**config.mk**
```make
export PLATFORM = sky130hd
export DESIGN_NAME = scalar_wb_arbiter_flat
export DESIGN_NICKNAME = d
export VERILOG_FILES = /design/src/rtl/scalar_wb_arbiter_pkg.sv /design/src/rtl/scalar_wb_arbiter_if.sv /design/src/rtl/scalar_wb_arbiter_rr.sv /design/src/rtl/scalar_wb_arbiter.sv /design/src/flat_wrapper.sv
export SDC_FILE = /design/constraint.sdc
export NUM_CORES = 1
export LEC_CHECK = 0
export BUFFER_PORTS_ARGS = -buffer_cell sky130_fd_sc_hd__buf_2
export CORE_ASPECT_RATIO = 0.5
export CORE_UTILIZATION = 35
export CTS_BUF_LIST = sky130_fd_sc_hd__clkbuf_2
export DETAILED_ROUTE_END_ITERATION = 10
export GPL_TIMING_DRIVEN = 0
export MAX_ROUTING_LAYER = met4
export PLACE_DENSITY = 0.66
export REMOVE_ABC_BUFFERS = 1
export SKIP_LAST_GASP = 1
export SLEW_MARGIN = 20
export SYNTH_ARGS = -nofsm -noshare
export SYNTH_HDL_FRONTEND = slang
export SYNTH_SLANG_ARGS = --single-unit
```
**constraint.sdc**
```tcl
create_clock -name clk -period 2.1 [get_ports clk]
set_input_delay 0.105 -clock clk [delete_from_list [all_inputs] [get_ports clk]]
set_output_delay 0.105 -clock clk [all_outputs]
set_load 0.02 [all_outputs]
```
**src/rtl/scalar_wb_arbiter_pkg.sv**
```systemverilog
// ============================================================================
// scalar_wb_arbiter_pkg : RF command codes, requester indices, helpers
// Rev 1.0
// ============================================================================
`ifndef RF_NOP
`define RF_NOP 2'b00
`endif
`ifndef SCALAR_RF_WRITE
`define SCALAR_RF_WRITE 2'b01
`endif

`default_nettype none

package scalar_wb_arbiter_pkg;

  localparam int WB_REQ_ALU  = 0;
  localparam int WB_REQ_LOAD = 1;
  localparam int WB_REQ_VEC  = 2;

  typedef logic [4:0] reg_idx_t;
  typedef logic [1:0] rf_cmd_t;

  // Pointer width that stays legal even for a single requester.
  function automatic int ptr_width(input int n);
    return (n > 1) ? $clog2(n) : 1;
  endfunction

endpackage

`default_nettype wire

```
**src/rtl/scalar_wb_arbiter_if.sv**
```systemverilog
// ============================================================================
// scalar_wb_arbiter_if : write-back request bus (valid/rd/data, ready)
// Rev 1.0
// ============================================================================
`default_nettype none

interface scalar_wb_arbiter_if #(
  parameter int SCALAR_REG_LEN = 64,
  parameter int NUM_REQ        = 3
);
  logic [NUM_REQ-1:0]                req_valid;
  logic [5*NUM_REQ-1:0]              req_rd;
  logic [SCALAR_REG_LEN*NUM_REQ-1:0] req_data;
  logic [NUM_REQ-1:0]                req_ready;

  modport master (output req_valid, req_rd, req_data, input req_ready);
  modport slave  (input req_valid, req_rd, req_data, output req_ready);
endinterface

`default_nettype wire

```
**src/rtl/scalar_wb_arbiter_rr.sv**
```systemverilog
// ============================================================================
// wb_rr_arbiter : one-hot grant, fixed priority (mode=0) or rotating (mode=1)
// Rev 1.0
// ============================================================================
`default_nettype none

module wb_rr_arbiter
  import scalar_wb_arbiter_pkg::*;
#(
  parameter int NUM_REQ = 3,
  parameter int PTR_W   = ptr_width(NUM_REQ)
) (
  input  wire logic [NUM_REQ-1:0] valid,
  input  wire logic [PTR_W-1:0]   pointer,
  input  wire logic               mode,
  output logic [NUM_REQ-1:0]      grant
);

  logic [PTR_W-1:0]     w_start;
  logic [2*NUM_REQ-1:0] w_dbl_valid;
  logic [2*NUM_REQ-1:0] w_dbl_grant;
  logic [NUM_REQ-1:0]   w_rot_valid;
  logic [NUM_REQ-1:0]   w_rot_grant;

  assign w_start     = (mode && (int'(pointer) < NUM_REQ)) ? pointer : '0;
  // Rotate so the priority holder sits at bit 0, pick lowest, rotate back.
  assign w_dbl_valid = {valid, valid} >> w_start;
  assign w_rot_valid = w_dbl_valid[NUM_REQ-1:0];

  always_comb begin
    w_rot_grant = '0;
    for (int k = NUM_REQ - 1; k >= 0; k--) begin
      if (w_rot_valid[k]) w_rot_grant = NUM_REQ'(1) << k;
    end
  end

  assign w_dbl_grant = {w_rot_grant, w_rot_grant} << w_start;
  assign grant       = w_dbl_grant[2*NUM_REQ-1:NUM_REQ];

endmodule

`default_nettype wire

```
**src/rtl/scalar_wb_arbiter.sv**
```systemverilog
// ============================================================================
// scalar_wb_arbiter : scalar write-back arbiter, output stage and scoreboard
// Option macro SCALAR_WB_RR_ARB_EN selects round-robin (else fixed 0>1>2).
// Rev 1.0
// ============================================================================
`default_nettype none

module scalar_wb_arbiter
  import scalar_wb_arbiter_pkg::*;
#(
  parameter int SCALAR_REG_LEN = 64,
  parameter int NUM_REQ        = 3
) (
  input  wire logic                      clk,
  input  wire logic                      rst,
  input  wire logic                      rdy_in,
  scalar_wb_arbiter_if.slave             req_bus,
  input  wire logic                      issue_valid,
  input  wire reg_idx_t                  issue_rd,
  output logic                           issue_ready,
  input  wire reg_idx_t                  rs1,
  input  wire reg_idx_t                  rs2,
  output logic                           rs1_busy,
  output logic                           rs2_busy,
  output rf_cmd_t                        rf_signal,
  output reg_idx_t                       rf_rd,
  output logic [SCALAR_REG_LEN-1:0]      rf_data,
  output logic                           write_back_enabled,
  output logic [31:0]                    pending
);

  localparam int PTR_W = ptr_width(NUM_REQ);

  logic [NUM_REQ-1:0]        w_arb_grant;
  logic [NUM_REQ-1:0]        w_grant;
  logic                      w_any;
  reg_idx_t                  w_sel_rd;
  logic [SCALAR_REG_LEN-1:0] w_sel_data;
  logic [PTR_W-1:0]          w_ptr;
  logic                      w_mode;
  logic [31:0]               w_pend_next;

  logic                      r_wbe;
  reg_idx_t                  r_rd;
  logic [SCALAR_REG_LEN-1:0] r_data;
  logic [31:0]               r_pend;

`ifdef SCALAR_WB_RR_ARB_EN
  logic [PTR_W-1:0] r_ptr;
  logic [PTR_W-1:0] w_ptr_next;

  always_comb begin
    w_ptr_next = r_ptr;
    for (int k = 0; k < NUM_REQ; k++) begin
      if (w_grant[k]) w_ptr_next = (k == NUM_REQ - 1) ? '0 : PTR_W'(k + 1);
    end
  end

  always_ff @(posedge clk or negedge rst) begin
    if (!rst)                r_ptr <= '0;
    else if (rdy_in && w_any) r_ptr <= w_ptr_next;
  end

  assign w_ptr  = r_ptr;
  assign w_mode = 1'b1;
`else
  assign w_ptr  = '0;
  assign w_mode = 1'b0;
`endif

  wb_rr_arbiter #(
    .NUM_REQ (NUM_REQ),
    .PTR_W   (PTR_W)
  ) u_arb (
    .valid   (req_bus.req_valid),
    .pointer (w_ptr),
    .mode    (w_mode),
    .grant   (w_arb_grant)
  );

  assign w_grant           = rdy_in ? w_arb_grant : '0;
  assign w_any             = |w_grant;
  assign req_bus.req_ready = rst ? w_grant : '0;

  always_comb begin
    w_sel_rd   = '0;
    w_sel_data = '0;
    for (int k = 0; k < NUM_REQ; k++) begin
      if (w_grant[k]) begin
        w_sel_rd   = req_bus.req_rd[5*k +: 5];
        w_sel_data = req_bus.req_data[SCALAR_REG_LEN*k +: SCALAR_REG_LEN];
      end
    end
  end

  // A granted rd=0 request is consumed but leaves the held rd/data untouched.
  always_ff @(posedge clk or negedge rst) begin
    if (!rst) begin
      r_wbe  <= 1'b0;
      r_rd   <= '0;
      r_data <= '0;
    end else if (rdy_in) begin
      r_wbe <= w_any && (w_sel_rd != 5'd0);
      if (w_any && (w_sel_rd != 5'd0)) begin
        r_rd   <= w_sel_rd;
        r_data <= w_sel_data;
      end
    end
  end

  assign issue_ready = !((issue_rd != 5'd0) && r_pend[issue_rd]);

  // Set is applied after clear so a same-index collision leaves the bit set.
  always_comb begin
    w_pend_next = r_pend;
    if (r_wbe) w_pend_next[r_rd] = 1'b0;
    if (issue_valid && issue_ready && (issue_rd != 5'd0)) w_pend_next[issue_rd] = 1'b1;
    w_pend_next[0] = 1'b0;
  end

  always_ff @(posedge clk or negedge rst) begin
    if (!rst)        r_pend <= '0;
    else if (rdy_in) r_pend <= w_pend_next;
  end

  assign rs1_busy           = r_pend[rs1] && (rs1 != 5'd0);
  assign rs2_busy           = r_pend[rs2] && (rs2 != 5'd0);
  assign write_back_enabled = r_wbe;
  assign rf_rd              = r_rd;
  assign rf_data            = r_data;
  assign rf_signal          = (r_wbe && (r_rd != 5'd0)) ? `SCALAR_RF_WRITE : `RF_NOP;
  assign pending            = r_pend;

endmodule

`default_nettype wire

```
**src/flat_wrapper.sv**
```systemverilog
// flat-port wrapper written by rule: the top's interface ports become plain ports
module scalar_wb_arbiter_flat import scalar_wb_arbiter_pkg::*;
#(
  parameter int SCALAR_REG_LEN = 64,
  parameter int NUM_REQ        = 3
)
  (clk, rst, rdy_in, issue_valid, issue_rd, issue_ready, rs1, rs2, rs1_busy, rs2_busy, rf_signal, rf_rd, rf_data, write_back_enabled, pending, req_bus_req_valid, req_bus_req_rd, req_bus_req_data, req_bus_req_ready);
  scalar_wb_arbiter_if #(.SCALAR_REG_LEN(SCALAR_REG_LEN), .NUM_REQ(NUM_REQ)) req_bus_i ();
  input  wire logic clk;
  input  wire logic rst;
  input  wire logic rdy_in;
  input  wire logic issue_valid;
  input  wire reg_idx_t issue_rd;
  output logic issue_ready;
  input  wire reg_idx_t rs1;
  input  wire reg_idx_t rs2;
  output logic rs1_busy;
  output logic rs2_busy;
  output rf_cmd_t rf_signal;
  output reg_idx_t rf_rd;
  output logic [SCALAR_REG_LEN-1:0] rf_data;
  output logic write_back_enabled;
  output logic [31:0] pending;
  input wire logic [$bits(req_bus_i.req_valid)-1:0] req_bus_req_valid;
  input wire logic [$bits(req_bus_i.req_rd)-1:0] req_bus_req_rd;
  input wire logic [$bits(req_bus_i.req_data)-1:0] req_bus_req_data;
  output wire logic [$bits(req_bus_i.req_ready)-1:0] req_bus_req_ready;
  assign req_bus_i.req_valid = req_bus_req_valid;
  assign req_bus_i.req_rd = req_bus_req_rd;
  assign req_bus_i.req_data = req_bus_req_data;
  assign req_bus_req_ready = req_bus_i.req_ready;
  scalar_wb_arbiter #(.SCALAR_REG_LEN(SCALAR_REG_LEN), .NUM_REQ(NUM_REQ)) u_core (.clk(clk), .rst(rst), .rdy_in(rdy_in), .req_bus(req_bus_i), .issue_valid(issue_valid), .issue_rd(issue_rd), .issue_ready(issue_ready), .rs1(rs1), .rs2(rs2), .rs1_busy(rs1_busy), .rs2_busy(rs2_busy), .rf_signal(rf_signal), .rf_rd(rf_rd), .rf_data(rf_data), .write_back_enabled(write_back_enabled), .pending(pending));
endmodule
```
## After elaboration in Yosys (flattened, before gate mapping)

Cells that the tools add are included.
W data, S select, Z words.

- Reductions and logical operators: 17
- Bitwise operators: 3
- Mux-type cells: 24
- $lt $le $gt $ge: 6

Operators with widths:

| operator | number |
|---|---|
| $mux W64 | 3 |
| $mux W32 | 2 |
| $and A32 B32 Y32 | 1 |
| $not A32 Y32 | 1 |
| $or A32 B32 Y32 | 1 |
| $reduce_bool A5 Y1 | 5 |
| $lt A5 B6 Y1 const B | 4 |
| $bmux W1 S5 | 3 |
| $mux W3 | 5 |
| $mux W5 | 3 |
| $demux W1 S5 | 2 |
| $ge A5 B1 Y1 const B | 2 |
| $logic_and A1 B1 Y1 | 9 |
| $mux W1 | 6 |
| $reduce_or A3 Y1 | 1 |
| $reduce_and A2 Y1 | 1 |
| $logic_not A1 Y1 | 1 |

- Input port bits: 229
- Flip-flop bits (word level): 101
- Word-level logic and storage cells: 54
- Output and inout bits: 110

## Depth between registers and ports, before layout

Gate-level depths: netlist of the first run.

- Word-level depth: 10
- Mapped depth: 8
- Mapped depth without buffers: 5

## By module

A second synthesis of the first run with hierarchy kept.

- Cells, all modules: 624
- Area, all modules: 6133.4 um^2

By module, submodules not included:

| module | area each (um^2) | times used | cells each |
|---|---|---|---|
| scalar_wb_arbiter | 6037.0 | 1 | 613 |
| wb_rr_arbiter | 96.3 | 1 | 11 |

## Least setup slack after synthesis of the first run

No wires, ideal clock.

- Path kind: register to output
- Start: reg u_core.r_pend[5] (netlist: u_core.pending[5])
- End: out issue_ready
- Cell stages (with the launch flop): 4
- Slack: 161 ps
- Data arrival time: 1834 ps
- Required time: 1995 ps
- Path through: dfrtp_1 > mux4_1 > mux4_2 > a21oi_1

- Longest elaborated chain between the ends: 4

RTL lines:

| what | RTL line | source |
|---|---|---|
| from (decl) | scalar_wb_arbiter.sv:46 | `logic [31:0] r_pend;` |
| from (signal assigned) | scalar_wb_arbiter.sv:123 | `else if (rdy_in) r_pend <= w_pend_next;` |
| $bmux W1 S5 | scalar_wb_arbiter.sv:111 | `assign issue_ready = !((issue_rd != 5'd0) && r_pend[issue_rd]);` |
| $mux W1 (implied by the code) | scalar_wb_arbiter.sv:111 |  |
| $logic_and A1 B1 Y1 | scalar_wb_arbiter.sv:111 |  |
| $logic_not A1 Y1 | scalar_wb_arbiter.sv:111 |  |
| to (decl) | flat_wrapper.sv:14 | `output logic issue_ready;` |

Every way passes these cells. The select of a mux whose other input is x is not followed.

## Final worst setup path of the first run

- Start: reg u_core.r_pend[7] (netlist: u_core.pending[7])
- End: out issue_ready

Same word-level chain as after synthesis.

==> results of run 1 <==
-- power groups by stage --
stage          combinational (mW)  clock, mW  sequential [mW]
2_1_floorplan               0.852          0             3.03
3_3_place_gp                 2.18          0             2.64
3_5_place_dp                 2.27          0             2.67
5_1_grt                      3.03       1.06             2.62
4_1_cts                      2.76      0.991             2.56
6_report                     2.83      0.942             2.57
-- flip-flops by register name (all words and copies together), names as in the netlist --
register and count:
u_core.rf_data 64, u_core.pending 31, u_core.rf_rd 5, u_core.write_back_enabled 1
-- synthesized netlist by cell type (all sizes together) (6+ instances only) --
master | number | area share (%)
clkbuf | 32 | 2.0
mux2i | 11 | 1.9
a21oi | 67 | 5.7
nand3 | 6 | 0.51
dfrtp | 101 | 43
a211oi | 64 | 8.2
buf | 33 | 3.4
o21ai | 70 | 6.0
a222oi | 64 | 11
mux4 | 22 | 8.6
nand2b | 6 | 0.64
nand2 | 11 | 0.70
or3 | 7 | 0.75
-- stage by stage --
step	hold WS (ns)	power (mW)	worst slack (ns)	cells	instance area (sq um)
after detailed placement	0.0661	4.93	-0.633	1058	7770
after global placement	0.417	4.82	-4.46	1050	7520
after floorplan	-0.191	3.88	-2.03	487	5560
final	0.0772	6.35	-0.285	1242	9590
after CTS	0.00395	6.31	-0.360	1238	9540
after global routing	0.00607	6.71	-0.444	1242	9590
-- path summary, 6_finish.rpt --
kind / cells after the start / slack, ns / endpoint
max in group asynchronous: 4 / 1.25 / u_core.pending[13]
min in group asynchronous: 4 / 0.58 / u_core.rf_data[53]
min: 3 / 0.08 / u_core.write_back_enabled
max: 4 / -0.28 / issue_ready
max reg2reg: 3 / 0.34 / u_core.pending[7]
min reg2reg: 2 / 0.56 / u_core.rf_data[63]
-- cells by family (layout without fill, tap and decap cells) --
kind of cell,after synthesis,count (layout),synth area share [%]
other cells,1,2,0.0639
flops,101,101,43.0
mux,37,37,11.3
buf+inv,69,530,5.71
compound gates,281,282,33.4
simple gates,62,63,6.54
-- critical path, cell delays in order (launching register included) --
cell	delay, ns
dfrtp_1	0.48
mux4_2	0.49
mux4_2	0.48
a21oi_2	0.14
buf_6	0.13
-- layout make-up --
type,count,area [sq um],area share (%)
repair buffers,512,3550,37.0
multi-input cells,384,3110,32.4
flip-flops and latches,101,2530,26.4
well taps,227,284,2.96
clock inverters,5,60.1,0.626
clock buffers,9,45.0,0.470
inverters,4,15.0,0.157
-- metal layers --
layer / vias to the layer above / part of all wire (%)
li1: 3223 / -
met1: 3535 / 40
met2: 402 / 50
met3: 50 / 7.1
met4: 0 / 2.3
met5: - / 0
-- repair_timing --
item                       4_1_cts  5_1_grt
setup buffers                   20        1
gates cloned                     0        3
hold endpoints to repair       202       20
resized for setup               16        4
setup endpoints to repair        4       65
pin swaps                        3        2
hold buffers                   146        1
==> flow_summary_export.csv, run 1 <==
group,metric,value,unit
grt,grt_use_met2,47.0,%
power,swShare,39.1,%
route,firstDrtPassIters,11,
grt,grt_use_total,27.2,%
clocking,clock_sinks,101,
power,combPwrFrac,44.6,%
grt,met1_usage,33.5,%
placement,numPortBuffers,336,
synthesis,syn_inst,551,
power,p_seq_share,40.6,%
final_layout,nNetsFinal,1241,
placement,gp_congestion,0.855,
timing,skew,0.0246,ns
clocking,cts_buffers,9,
grt,grt_pass1_vias,6952,
grt,grt_pass1_wl,36000,microns
route,wl,24200,microns
synthesis,synth_cell_type_count,44,
job,max_cap_violations,0,
die,die_w,185,microns
final_layout,layout_commonest_cell,"buf_2",
timing,slew_viol_final,0,
clocking,clk_latency,0.56,ns
power,p_sw,2.48,mW
power,power_leakage,4.30,nW
timing,slew_headroom,46.1,%
min_path,hp-class,"input port to register",
clocking,htreeDepth,3,
route,vias,7210,
power,ir_drop,0.000287,V
die,dieArea,0.0173,sq mm
final_layout,finish.utilization,58.5,%
synthesis,synth_edf_count,0,
power,clockPowerShare,14.8,%
synthesis,synthArstFlopShare,100,%
final_layout,final_cell_mix,"333 x buf_2, 145 x dlygate4sd3_1, 100 x dfrtp_1",
grt,grt_overflow,0,
route,drtIter0Drc,692,
synthesis,syn_area_per_cell,10.7,sq um
min_path,min-delay-start,"rdy_in",
final_layout,areaGrowthSynthToFinish,63.3,%
clocking,clock_path_buffers,2,
final_layout,antenna_cells,0,
status,violations,"design-rule violations, negative setup slack",
worst_setup_path,end_kind,"primary output",
die,core,0.0164,sq mm
timing,rsz0062_at_grt,"yes",
route,viasPerCell,5.81,
route,detail-route-antenna-nets,0,
grt,antenna_found_initial,0,
worst_setup_path,arrival,2.28,ns
synthesis,syn_area,0.00587,sq mm
timing,setup_ws,-0.285,ns
synthesis,yosys_register_bits,101,
die,rows,33,
worst_setup_path,path_class,"register to primary output",
final_layout,fill_cells,1387,
timing,period_needed,2.38,ns
grt,grt_use_met3,3.58,%
clocking,cts.reportedPaths.clkPinSlew,0.29,ns
route,detail_route.wl_per_cell,19.5,microns
worst_setup_path,required,2.00,ns
clocking,cts_tree,"yes",
timing,post-route-period-util,114,%
die,die_h,93.6,microns
worst_setup_path,critPathLaunch,"u_core.pending[7]",
timing,finalSetupViolations,3,
die,start_util,35.8,%
route,drc,1,
timing,fmax,419,MHz
worst_setup_path,r2r-start,"u_core.pending[7]",
die,ios,339,
worst_setup_path,crit_path_max_fanout,2,
grt,grt_max_degree,68,
status,status,"complete, but fails checks",
placement,dp_hpwl,14700,microns
clocking,root_buffer,"clkbuf_2",
timing,worst_slew_pin_slew,0.808,ns
timing,final-hold-violation-count,0,
final_layout,drive_gt1_share,42.1,%
power,power_density,662,mW/mm^2
synthesis,synth-seq-area-share,43.0,%
worst_setup_path,worstSetupStartpointType,"register",
synthesis,synth_ff_type,"dfrtp_1",
timing,setup_tns,-0.787,ns
synthesis,yosys_warnings,0,
grt,grt_busiest_layer,"met2",
power,p_int,3.87,mW
Note: power is estimated with default switching activity, not from simulation.
==> run 2: changes to the inputs <==
- PLACE_DENSITY: 0.66 -> 0.62
==> flow_summary_export.csv, run 2 (synthesis gave the netlist of run 1 again) <==
group,metric,value,unit
grt,grt_pass1_vias,6938,
power,p_sw,2.47,mW
timing,slew_headroom,38.3,%
timing,holdWs,0.0223,ns
timing,fmax,416,MHz
die,rows,33,
min_path,hp-class,"input port to async pin",
power,p_seq_share,39.8,%
placement,numPortBuffers,336,
clocking,htreeDepth,3,
power,combPwrFrac,43.6,%
power,p_int,3.97,mW
final_layout,final_cell_count_no_fill,1241,
route,vias,7240,
worst_setup_path,path_class,"register to primary output",
die,die_w,185,microns
clocking,cts_buffers,9,
die,core,0.0164,sq mm
worst_setup_path,slowest_stage,"mux4_2",
worst_setup_path,worstSetupStartpointType,"register",
power,clockPowerShare,16.7,%
worst_setup_path,crit_path_cell_trace,"mux4_2 > mux4_2 > a21oi_2 > buf_6",
placement,dp_cells,1057,
die,die_h,93.6,microns
worst_setup_path,rr_worst_depth,3,
placement,dp_hpwl,15000,microns
timing,skew,0.0234,ns
status,violations,"negative setup slack",
placement,gp_congestion,0.811,
job,max_cap_violations,0,
grt,grt_overflow,0,
power,power_density,674,mW/mm^2
route,firstDrtPassIters,9,
final_layout,areaGrowthSynthToFinish,62.6,%
worst_setup_path,required,2.00,ns
grt,antenna_found_initial,1,
grt,grt_use_total,27.6,%
worst_setup_path,crit_top_cell,"mux4_2",
route,drtIter0Drc,920,
die,ios,339,
status,status,"complete, but fails checks",
clocking,clock_path_buffers,2,
final_layout,largest_reg_flops,64,
die,dieArea,0.0173,sq mm
timing,worst_slew_pin_slew,0.926,ns
timing,finalSetupViolations,3,
timing,rsz0062_at_grt,"yes",
clocking,clock_sinks,101,
grt,grt_max_degree,75,
timing,slew_viol_final,0,
final_layout,nNetsFinal,1238,
timing,period_needed,2.40,ns
timing,post-route-period-util,114,%
placement,preCtsSetupSlack,-0.829,ns
route,wl,24000,microns
final_layout,final_cell_mix,"333 x buf_2, 145 x dlygate4sd3_1, 100 x dfrtp_1",
clocking,cts_tree,"yes",
worst_setup_path,max_stage_delay,0.50,ns
timing,setup_ws,-0.304,ns
grt,grt_pass1_wl,36100,microns
power,ir_drop,0.000299,V
worst_setup_path,crit_path_max_fanout,2,
route,drc,0,
route,viasPerCell,5.83,
clocking,clk_latency,0.58,ns
route,detail_route.wl_per_cell,19.3,microns
final_layout,layout_commonest_cell,"buf_2",
power,swShare,38.3,%
power,power_leakage,4.28,nW
worst_setup_path,arrival,2.30,ns
timing,final-hold-violation-count,0,
route,detail-route-antenna-nets,0,
final_layout,drive_gt1_share,41.9,%
clocking,root_buffer,"clkbuf_2",
clocking,cts.reportedPaths.clkPinSlew,0.30,ns
worst_setup_path,end_kind,"primary output",
die,start_util,35.8,%
-- run 2: cell types whose count changed in the layout (fill, tap and decap cells not counted), moves of 2 or more --
cell / delta
buf_6: -3
buf_16: -2
and4bb_2: +2
buf_12: +2
-- run 2: path summary, 6_finish.rpt --
| check | start | endpoint | slack [ns] |
|---|---|---|---|
| min in group clk | req_bus_req_rd[7] | u_core.rf_rd[2] | 0.08 |
| worst max-delay path | u_core.pending[4] | issue_ready | -0.30 |
| max in group asynchronous | rst | u_core.pending[15] | 1.33 |
| worst min register to register | u_core.rf_data[9] | u_core.rf_data[9] | 0.56 |
| worst min-delay path | rst | u_core.pending[31] | 0.02 |
| worst max register to register | u_core.pending[4] | u_core.pending[4] | 0.38 |
-- run 2: layer usage --
layer  share of wire, %  wire length, microns  GRT usage [%]  up-vias
li1                   -                     -              -     3214
met1                 42                 10000           34.3     3620
met2                 50                 12000           46.1      356
met3                6.0                  1440           4.60       50
met4                2.1                   493           8.54        0
met5                  0                     0              -        -
-- run 2: power groups by stage --
stage               sequential, mW  clock [mW]  combinational (mW)
floorplan                     3.03           0               0.852
global placement              2.64           0                2.20
detailed placement            2.66           0                2.27
CTS                           2.55        1.10                2.74
global route                  2.61        1.18                3.00
finish                        2.56        1.07                2.80
-- run 2: final cells by class --
class / count / area (sq um)
clock buffer: 9 / 45.0
sequential: 101 / 2530
antenna: 1 / 2.50
inverter: 4 / 15.0
fill: 1424 / 6840
timing repair buffer: 508 / 3480
tap: 227 / 284
multi-input combinational: 385 / 3110
clock inverter: 6 / 86.3
-- run 2: metrics by stage --
stage | TNS (ns) | utilization [%] | power (mW) | instance area [sq um]
2_1_floorplan | -134.98 | - | 3.88 | 5560
3_3_place_gp | -333.45 | 45.9 | 4.84 | 7520
3_5_place_dp | -53.00 | 47.2 | 4.93 | 7740
4_1_cts | -1.07 | 57.9 | 6.38 | 9500
5_1_grt | -1.25 | 58.3 | 6.79 | 9550
6_report | -0.848 | 58.3 | 6.43 | 9550
-- run 2: repair_timing --
| item | CTS | global route |
|---|---|---|
| endpoints found under the setup margin | 71 | 71 |
| hold buffers | 146 | 0 |
| setup buffers | 17 | 2 |
| hold endpoints to repair | 202 | 0 |
| gates cloned | 1 | 2 |
| pin swaps | 2 | 3 |
| resized for setup | 10 | 6 |
-- run 2: critical path: cells and delay by family, from the launching register on --
kind	cells	cell delay (ns)
AOI/OAI and AO/OA	1	0.15
muxes	2	0.98
buffers and inverters	1	0.13
DFF	1	0.46
==> run 3: changes to the inputs <==
- MAX_ROUTING_LAYER: met4 -> default
==> flow_summary_export.csv, run 3 (synthesis gave the netlist of run 1 again) <==
group,metric,value,unit
status,status,"complete, but fails checks",
status,violations,"negative setup slack",
clocking,clk_latency,0.58,ns
clocking,clock_sinks,101,
worst_setup_path,crit_path_max_fanout,2,
min_path,hp-class,"input port to async pin",
power,power_density,673,mW/mm^2
route,dr_wl_met3,1350,microns
route,viasPerCell,5.81,
grt,grt_max_degree,75,
worst_setup_path,cp_top_family,"multiplexers",
timing,setup_tns,-0.835,ns
worst_setup_path,required,2.00,ns
die,die_h,93.6,microns
worst_setup_path,end_kind,"primary output",
clocking,root_buffer,"clkbuf_2",
timing,setup_ws,-0.303,ns
timing,post-route-period-util,114,%
grt,grt_overflow,0,
route,vias,7213,
placement,gp_congestion,0.800,
final_layout,nNetsFinal,1238,
grt,grt_use_total,26.7,%
power,ir_drop,0.000298,V
route,drt-met1-wl,10100,microns
worst_setup_path,crit_top_cell,"mux4_2",
worst_setup_path,max_stage_delay,0.49,ns
placement,preCtsSetupSlack,-0.829,ns
final_layout,largest_reg_flops,64,
timing,worst_slew_pin_slew,0.926,ns
route,wl,24000,microns
clocking,clock_path_buffers,2,
job,max_cap_violations,0,
worst_setup_path,arrival,2.30,ns
placement,dp_cells,1057,
power,power_leakage,4.28,nW
placement,numPortBuffers,336,
timing,skew,0.0258,ns
worst_setup_path,path_class,"register to primary output",
grt,antenna_found_initial,1,
route,drc,0,
worst_setup_path,path_buf_inv,1,
die,core,0.0164,sq mm
route,wl_met2,11900,microns
die,rows,33,
die,start_util,35.8,%
timing,slew_headroom,38.2,%
route,detail-route-antenna-nets,0,
route,firstDrtPassIters,9,
route,detail_route.wl_per_cell,19.3,microns
placement,dp_hpwl,15000,microns
timing,rsz0062_at_grt,"yes",
final_layout,final_cell_count_no_fill,1241,
power,power.total,6.43,mW
clocking,cts_tree,"yes",
final_layout,areaGrowthSynthToFinish,62.6,%
clocking,cts_buffers,9,
timing,fmax,416,MHz
worst_setup_path,worstSetupStartpointType,"register",
grt,grt_pass1_wl,36100,microns
die,die_w,185,microns
worst_setup_path,crit_path_cell_trace,"mux4_2 > mux4_2 > a21oi_2 > buf_6",
final_layout,layout_commonest_cell,"buf_2",
die,ios,339,
clocking,htreeDepth,3,
clocking,cts.reportedPaths.clkPinSlew,0.30,ns
route,drtIter0Drc,837,
final_layout,final_cell_mix,"333 x buf_2, 145 x dlygate4sd3_1, 100 x dfrtp_1",
timing,period_needed,2.40,ns
die,dieArea,0.0173,sq mm
timing,slew_viol_final,0,
timing,finalSetupViolations,3,
final_layout,drive_gt1_share,41.9,%
timing,final-hold-violation-count,0,
worst_setup_path,slowest_stage,"mux4_2",
route,routed.top_layer,"met4",
grt,grt_pass1_vias,6949,
## run 3: cell counts in the layout (fill, tap and decap cells not counted)
Identical to the previous run, type by type.
## run 3: worst reg2reg max path: cells and delay by family, from the launching register on
kind	cells	cell delay, ns
compound gates	1	0.19
simple gates	1	0.53
mux	1	0.49
flops	1	0.46
## run 3: path summary, 6_finish.rpt
kind | startpoint | end | slack, ns | depth (start not counted)
worst min-delay path | rst | u_core.pending[31] | 0.006 | 3
min in group clk | req_bus_req_rd[7] | u_core.rf_rd[2] | 0.08 | 4
worst max register to register | u_core.pending[4] | u_core.pending[4] | 0.37 | 3
worst min register to register | u_core.rf_data[9] | u_core.rf_data[9] | 0.56 | 2
max in group asynchronous | rst | u_core.pending[15] | 1.33 | 4
worst max-delay path | u_core.pending[14] | issue_ready | -0.30 | 4
## run 3: timing repair
| action | in CTS | in global routing |
|---|---|---|
| buffers inserted | 17 | 2 |
| setup endpoints to repair | 71 | 70 |
| hold buffers | 146 | 0 |
| gates resized for setup | 10 | 6 |
| hold endpoints to repair | 202 | 0 |
| cloned | 1 | 2 |
| pin swaps | 2 | 3 |
## run 3: cell type report
| type | count | area (sq um) |
|---|---|---|
| inverter | 4 | 15.0 |
| multi-input combinational | 385 | 3110 |
| clock inverter | 6 | 86.3 |
| antenna | 1 | 2.50 |
| timing repair buffer | 508 | 3480 |
| sequential | 101 | 2530 |
| fill | 1424 | 6840 |
| clock buffer | 9 | 45.0 |
| tap | 227 | 284 |
## run 3: per-layer routing
metal  vias up  global-route usage [%]
li1       3209                       -
met4         0                    8.61
met1      3620                    34.2
met5         -                       0
met2       328                    46.1
met3        56                    4.63
## run 3: report_power, final
part / switching (mW) / internal [mW] / total (mW)
Clock: 0.681 / 0.388 / 1.07
Sequential: 0.266 / 2.29 / 2.56
Combinational: 1.52 / 1.29 / 2.80
## run 3: stage by stage
stage / hold slack [ns] / cell area [sq um] / util (%)
2_1_floorplan: -0.191 / 5560 / -
3_3_place_gp: 0.415 / 7520 / 45.9
3_5_place_dp: 0.00418 / 7740 / 47.2
4_1_cts: 0.00589 / 9500 / 57.9
5_1_grt: 0.0117 / 9550 / 58.3
6_report: 0.00591 / 9550 / 58.3
